==> config.mk <==
export PLATFORM = sky130hd
export DESIGN_NAME = cdb_arbiter
export DESIGN_NICKNAME = d
export VERILOG_FILES = /design/src/rtl/cdb_pkg.sv /design/src/rtl/rr_arbiter.sv /design/src/rtl/cdb_arbiter.sv
export SDC_FILE = /design/constraint.sdc
export NUM_CORES = 1
export LEC_CHECK = 0
export BUFFER_PORTS_ARGS = -buffer_cell sky130_fd_sc_hd__buf_2
export CAP_MARGIN = 20
export CELL_PAD_IN_SITES_DETAIL_PLACEMENT = 0
export CELL_PAD_IN_SITES_GLOBAL_PLACEMENT = 1
export CORE_ASPECT_RATIO = 2
export CORE_MARGIN = 4
export CORE_UTILIZATION = 32
export CTS_CLUSTER_DIAMETER = 50
export CTS_CLUSTER_SIZE = 12
export DETAILED_ROUTE_END_ITERATION = 8
export PLACE_DENSITY_LB_ADDON = 0.2
export SLEW_MARGIN = 0
export SYNTH_ARGS = -nofsm -noshare
export SYNTH_HDL_FRONTEND = slang
export SYNTH_HIERARCHICAL = 1
export SYNTH_SLANG_ARGS = --single-unit
==> constraint.sdc <==
create_clock -name clk -period 4.11 [get_ports clk]
set_input_delay 0 -clock clk [delete_from_list [all_inputs] [get_ports clk]]
set_output_delay 0 -clock clk [all_outputs]
set_load 0.01 [all_outputs]
==> src/rtl/cdb_pkg.sv <==
// Shared definitions for the common-data-bus arbiter: default widths,
// the registered broadcast record and a select-width helper.
package cdb_pkg;

    localparam int CDB_NUM_REQ = 4;
    localparam int CDB_TAG_W   = 6;
    localparam int CDB_DATA_W  = 32;
    localparam int SRC_W       = $clog2(CDB_NUM_REQ);

    // One broadcast on the bus: write enable for the register file plus payload.
    typedef struct packed {
        logic                  valid;
        logic [CDB_TAG_W-1:0]  tag;
        logic [CDB_DATA_W-1:0] data;
    } cdb_bus_t;

    // Index width for n requesters, never narrower than one bit.
    function automatic int src_width(input int n);
        return (n > 1) ? $clog2(n) : 1;
    endfunction

endpackage

==> src/rtl/rr_arbiter.sv <==
// Purely combinational round-robin picker: scans req starting at ptr,
// ascending and wrapping, and returns a one-hot grant plus its index.
module rr_arbiter
    import cdb_pkg::*;
#(
    parameter  int NUM_REQ = CDB_NUM_REQ,
    localparam int IDX_W   = src_width(NUM_REQ)
) (
    input  logic [NUM_REQ-1:0] req,
    input  logic [IDX_W-1:0]   ptr,
    output logic [NUM_REQ-1:0] gnt,
    output logic [IDX_W-1:0]   gnt_idx
);

    // Walk offsets from farthest to nearest so the nearest requester at or after ptr wins.
    always_comb begin
        logic [IDX_W-1:0] idx;
        gnt     = '0;
        gnt_idx = '0;
        idx     = '0;
        for (int k = NUM_REQ - 1; k >= 0; k--) begin
            idx = IDX_W'((int'(ptr) + k) % NUM_REQ);
            if (req[idx]) begin
                gnt      = '0;
                gnt[idx] = 1'b1;
                gnt_idx  = idx;
            end
        end
    end

endmodule

==> src/rtl/cdb_arbiter.sv <==
// Common data bus arbiter: round-robin grant among functional-unit result
// producers, one registered broadcast stage driving the register-file write
// port and the wakeup bus. Flush blocks grants for the cycle it is high.
// Optional conflict counter is built when CDB_ARB_PERF_EN is defined.
// Bus record widths come from cdb_pkg; TAG_W/DATA_W must match those defaults.
module cdb_arbiter
    import cdb_pkg::*;
#(
    parameter  int NUM_REQ = CDB_NUM_REQ,
    parameter  int TAG_W   = CDB_TAG_W,
    parameter  int DATA_W  = CDB_DATA_W,
    localparam int SEL_W   = src_width(NUM_REQ)
) (
    input  logic                      clk,
    input  logic                      rst_n,
    input  logic                      flush,
`ifdef CDB_ARB_PERF_EN
    input  logic                      perf_clr,
    output logic [15:0]               perf_conflict_cnt,
`endif
    input  logic [NUM_REQ-1:0]        fu_valid,
    input  logic [NUM_REQ*TAG_W-1:0]  fu_tag,
    input  logic [NUM_REQ*DATA_W-1:0] fu_data,
    output logic [NUM_REQ-1:0]        fu_ready,
    output logic                      cdb_valid,
    output logic [TAG_W-1:0]          cdb_tag,
    output logic [DATA_W-1:0]         cdb_data,
    output logic [SEL_W-1:0]          cdb_src
);

    logic [NUM_REQ-1:0] gnt;
    logic [SEL_W-1:0]   gnt_idx;
    logic               xfer;
    logic [TAG_W-1:0]   tag_arr  [NUM_REQ];
    logic [DATA_W-1:0]  data_arr [NUM_REQ];

    cdb_bus_t         bus_q, bus_d;
    logic [SEL_W-1:0] src_q, src_d;
    logic [SEL_W-1:0] rr_ptr_q, rr_ptr_d;

    // Unpack the per-requester payload lanes.
    for (genvar gi = 0; gi < NUM_REQ; gi++) begin : g_lane
        assign tag_arr[gi]  = fu_tag[gi*TAG_W +: TAG_W];
        assign data_arr[gi] = fu_data[gi*DATA_W +: DATA_W];
    end

    rr_arbiter #(
        .NUM_REQ (NUM_REQ)
    ) u_rr (
        .req     (fu_valid),
        .ptr     (rr_ptr_q),
        .gnt     (gnt),
        .gnt_idx (gnt_idx)
    );

    // A flush suppresses every grant; the CDB never backpressures otherwise.
    assign fu_ready = flush ? '0 : gnt;
    assign xfer     = |fu_ready;

    // Next broadcast: payload and source only move on a transfer, valid is one cycle wide.
    always_comb begin
        bus_d       = bus_q;
        bus_d.valid = xfer;
        src_d       = src_q;
        rr_ptr_d    = rr_ptr_q;
        if (xfer) begin
            bus_d.tag  = tag_arr[gnt_idx];
            bus_d.data = data_arr[gnt_idx];
            src_d      = gnt_idx;
            rr_ptr_d   = (int'(gnt_idx) == NUM_REQ - 1) ? '0 : gnt_idx + SEL_W'(1);
        end
    end

    // Output register stage and round-robin pointer.
    always_ff @(posedge clk or negedge rst_n) begin
        if (!rst_n) begin
            bus_q    <= '0;
            src_q    <= '0;
            rr_ptr_q <= '0;
        end else begin
            bus_q    <= bus_d;
            src_q    <= src_d;
            rr_ptr_q <= rr_ptr_d;
        end
    end

    assign cdb_valid = bus_q.valid;
    assign cdb_tag   = bus_q.tag;
    assign cdb_data  = bus_q.data;
    assign cdb_src   = src_q;

`ifdef CDB_ARB_PERF_EN
    logic [15:0] perf_cnt_q, perf_cnt_d;
    logic        conflict;

    // A conflict is any unflushed cycle where more than one unit is asking.
    assign conflict = !flush && ($countones(fu_valid) > 1);

    // Saturating conflict count; clear wins over increment.
    always_comb begin
        perf_cnt_d = perf_cnt_q;
        if (perf_clr) begin
            perf_cnt_d = '0;
        end else if (conflict && (perf_cnt_q != 16'hFFFF)) begin
            perf_cnt_d = perf_cnt_q + 16'd1;
        end
    end

    // Counter register.
    always_ff @(posedge clk or negedge rst_n) begin
        if (!rst_n) begin
            perf_cnt_q <= '0;
        end else begin
            perf_cnt_q <= perf_cnt_d;
        end
    end

    assign perf_conflict_cnt = perf_cnt_q;
`endif

endmodule

==> flow_metrics.py <==
metrics = {
    "routing": {
        "met1_length_um": 3200,
        "wl_met3_um": 632,
        "detail_route.vias_per_cell": 5.27,
        "wirelength_um": 9510,
        "drc_errors": 0,
        "drt-initial-drc-count": 95,
        "num_vias": 2721,
        "top_layer": "met5",
        "ant_nets": 0,
        "wl_met2_um": 5470,
        "wire_per_inst_um": 18.4,
        "drtPass1Iterations": 4,
    },
    "clock_tree": {
        "cts_root_buf": "clkbuf_16",
        "cts_buffers": 5,
        "clock_path_buffers": 2,
        "path_clk_slew_ps": 60,
        "cts_tree": "done",
        "cts_setup_buffers": 0,
        "clk_latency_ps": 280,
        "htree_levels": 2,
        "cts.sinks": 43,
    },
    "finish": {
        "final_area_mm2": 0.00440,
        "syn2layout_area_growth_pct": 44.0,
        "final_core_util": 0.472,
        "layout_commonest_cell": "buf_2",
        "layout-drive-gt1-share": 0.760,
        "layout.nets": 579,
        "antenna-diode-count": 0,
        "final_cell_mix": "buf_2 (203), mux2_2 (44), dfrtp_1 (43)",
        "fillers": 916,
    },
    "power_and_ir_drop": {
        "power_switching_mw": 1.41,
        "power_density_mw_per_mm2": 836,
        "p_int_mw": 2.27,
        "pwr-share-comb": 0.673,
        "pwr-share-seq": 0.205,
        "p_leak_nw": 2.08,
        "finalPower_mw": 3.68,
        "ir_drop_mv": 0.528,
        "swShare": 0.384,
        "pwr-share-clk": 0.121,
    },
    "die": {
        "die_x_um": 77.1,
        "core-area_mm2": 0.00932,
        "die_y_um": 146,
        "ios": 204,
        "die_area_mm2": 0.0113,
        "start_util": 0.328,
        "num_rows": 50,
    },
    "setup_path": {
        "setup.worst_path.end_class": "flip-flop",
        "path_max_fanout": 26,
        "crit_arrival_ps": 3370,
        "cp_data_required_time_ps": 4280,
        "crit_path_start_kind": "flip-flop",
        "criticalPathCategory": "reg2reg",
    },
    "logic_synthesis": {
        "yosysWarningCount": 6,
        "postSynthAreaPerCell_um2": 15.0,
        "syn_nets": 372,
        "ys_seq_elements": 43,
        "syn_area_mm2": 0.00306,
        "seq_area_frac_synth": 0.352,
        "syn_inst": 204,
        "yosys.cell_types.count": 37,
    },
    "global_routing": {
        "grt_remaining_overflow": 0,
        "grt_pass1_wl_um": 14800,
        "antenna_found_initial": 1,
        "grt_usage": 0.167,
        "grt_max_degree": 44,
        "grt_pass1_vias": 2883,
    },
    "sta": {
        "worst_slew_margin_rel": 0.682,
        "timing.final.crit_share": 0.779,
        "tightest_slew_ps": 475,
        "final.setup_skew_ps": 5.48,
        "slew_viol_final": 0,
        "post-route-min-period_ps": 3200,
        "grt_setup_unrepaired": "no",
        "fmax_mhz": 312,
        "hold_ws_ps": 63.3,
        "fin_tns_setup_ps": 0,
        "hold_viol": 0,
        "setup_viol": 0,
    },
    "placement": {
        "dp_hpwl_um": 7930,
        "place_area_mm2": 0.00420,
        "portBuffers": 203,
        "gp_congestion": 0.838,
    },
    "outcome": {
        "outcome": "finished clean",
    },
    "min_path": {
        "hold_class": "in2reg",
    },
    "flow_run": {
        "max_cap_violations": 0,
    },
}
-- state kept, by name, summed over array words and instances, names as in the netlist --
name       count
cdb_src        2
rr_ptr_q       2
cdb_data      32
cdb_valid      1
cdb_tag        6
-- metal layers --
| layer | vias to the layer above | GRT usage |
|---|---|---|
| met5 | - | 0 |
| met4 | 2 | 0.0597 |
| met3 | 14 | 0.0333 |
| met2 | 107 | 0.321 |
| met1 | 1351 | 0.175 |
| li1 | 1247 | - |
-- power groups by stage --
stage,combinational (mW),clock (mW),sequential (mW)
floorplan,1.72,0,0.880
global placement,2.49,0,0.761
detailed placement,2.53,0,0.768
CTS,2.53,0.461,0.760
global route,2.70,0.479,0.786
finish,2.48,0.447,0.755
-- per-stage QoR --
step,setup slack (ps),cells
after detailed placement,943,506
final,907,516
after CTS,929,515
after global placement,1010,506
after floorplan,873,204
after global routing,725,516
-- cells by family (layout without fill, tap and decap cells) --
logic type / after synthesis / in the layout / share of synthesized area
AO/OA/AOI/OAI: 21 / 21 / 0.0471
adder cells (fa/ha/maj): 9 / 9 / 0.0368
buffers and inverters: 18 / 226 / 0.0397
flip-flops: 43 / 43 / 0.352
multiplexers: 87 / 87 / 0.468
AND/OR/NAND/NOR: 26 / 26 / 0.0565
-- area by class of cell --
type	instances	area [µm²]	share of cell area
clock buffers	5	125	0.0284
multi-input cells	143	1890	0.430
repair buffers	215	1120	0.255
well taps	104	130	0.0296
flip-flops and latches	43	1080	0.244
inverters	3	11.3	0.00256
clock inverters	3	43.8	0.00995
-- cells in the mapped netlist (all sizes together) --
library cell  number  area, µm²
or3b               1       8.76
nor2               5       21.3
mux2i              3       30.0
a21oi              3       15.0
nand3b             1       7.51
inv                3       11.3
dfrtp             43       1080
nand2              1       3.75
o21ai              3       15.0
or4                1       7.51
nor4               1       21.3
a21o               2       15.0
buf               12       97.6
nand4              5       31.3
a22oi              3       22.5
o2bb2ai            1       8.76
a31oi              3       18.8
o22ai              1       6.26
clkbuf             3       12.5
mux2              44        495
nand3              2       10.0
and3               1       7.51
ha                 9        113
o21a               1       7.51
and2b              1       8.76
nand2b             1       6.26
a211o              1       10.0
nor3b              1       7.51
o211ai             1       7.51
mux4              40        905
a41oi              1       8.76
o41ai              1       8.76
nor2b              5       31.3
-- repair_timing --
item,CTS,global route
endpoints found under the hold margin,43,0
resized for setup,0,0
hold buffers,1,0
-- worst max-delay path: stages, from the launching register on --
cell and delay, ps:
dfrtp_1 340, inv_1 90, ha_1 440, mux4_2 430, or4_1 540, a21o_1 170, o211ai_1 150, nor4_4 110
nor2_4 100, buf_4 320, mux2_2 380
-- final timing paths --
kind / from / end / slack (ps) / depth (start not counted)
hold reg to reg: cdb_data[11] / cdb_data[11] / 500 / 1
min in group asynchronous: rst_n / cdb_data[11] / 70 / 2
hold / removal: flush / rr_ptr_q[0] / 60 / 2
setup reg to reg: rr_ptr_q[0] / cdb_data[24] / 910 / 10
setup / recovery: rr_ptr_q[0] / cdb_data[24] / 910 / 10
max in group asynchronous: rst_n / cdb_data[25] / 3590 / 3
No activity file was read; power rests on OpenSTA's default activity.
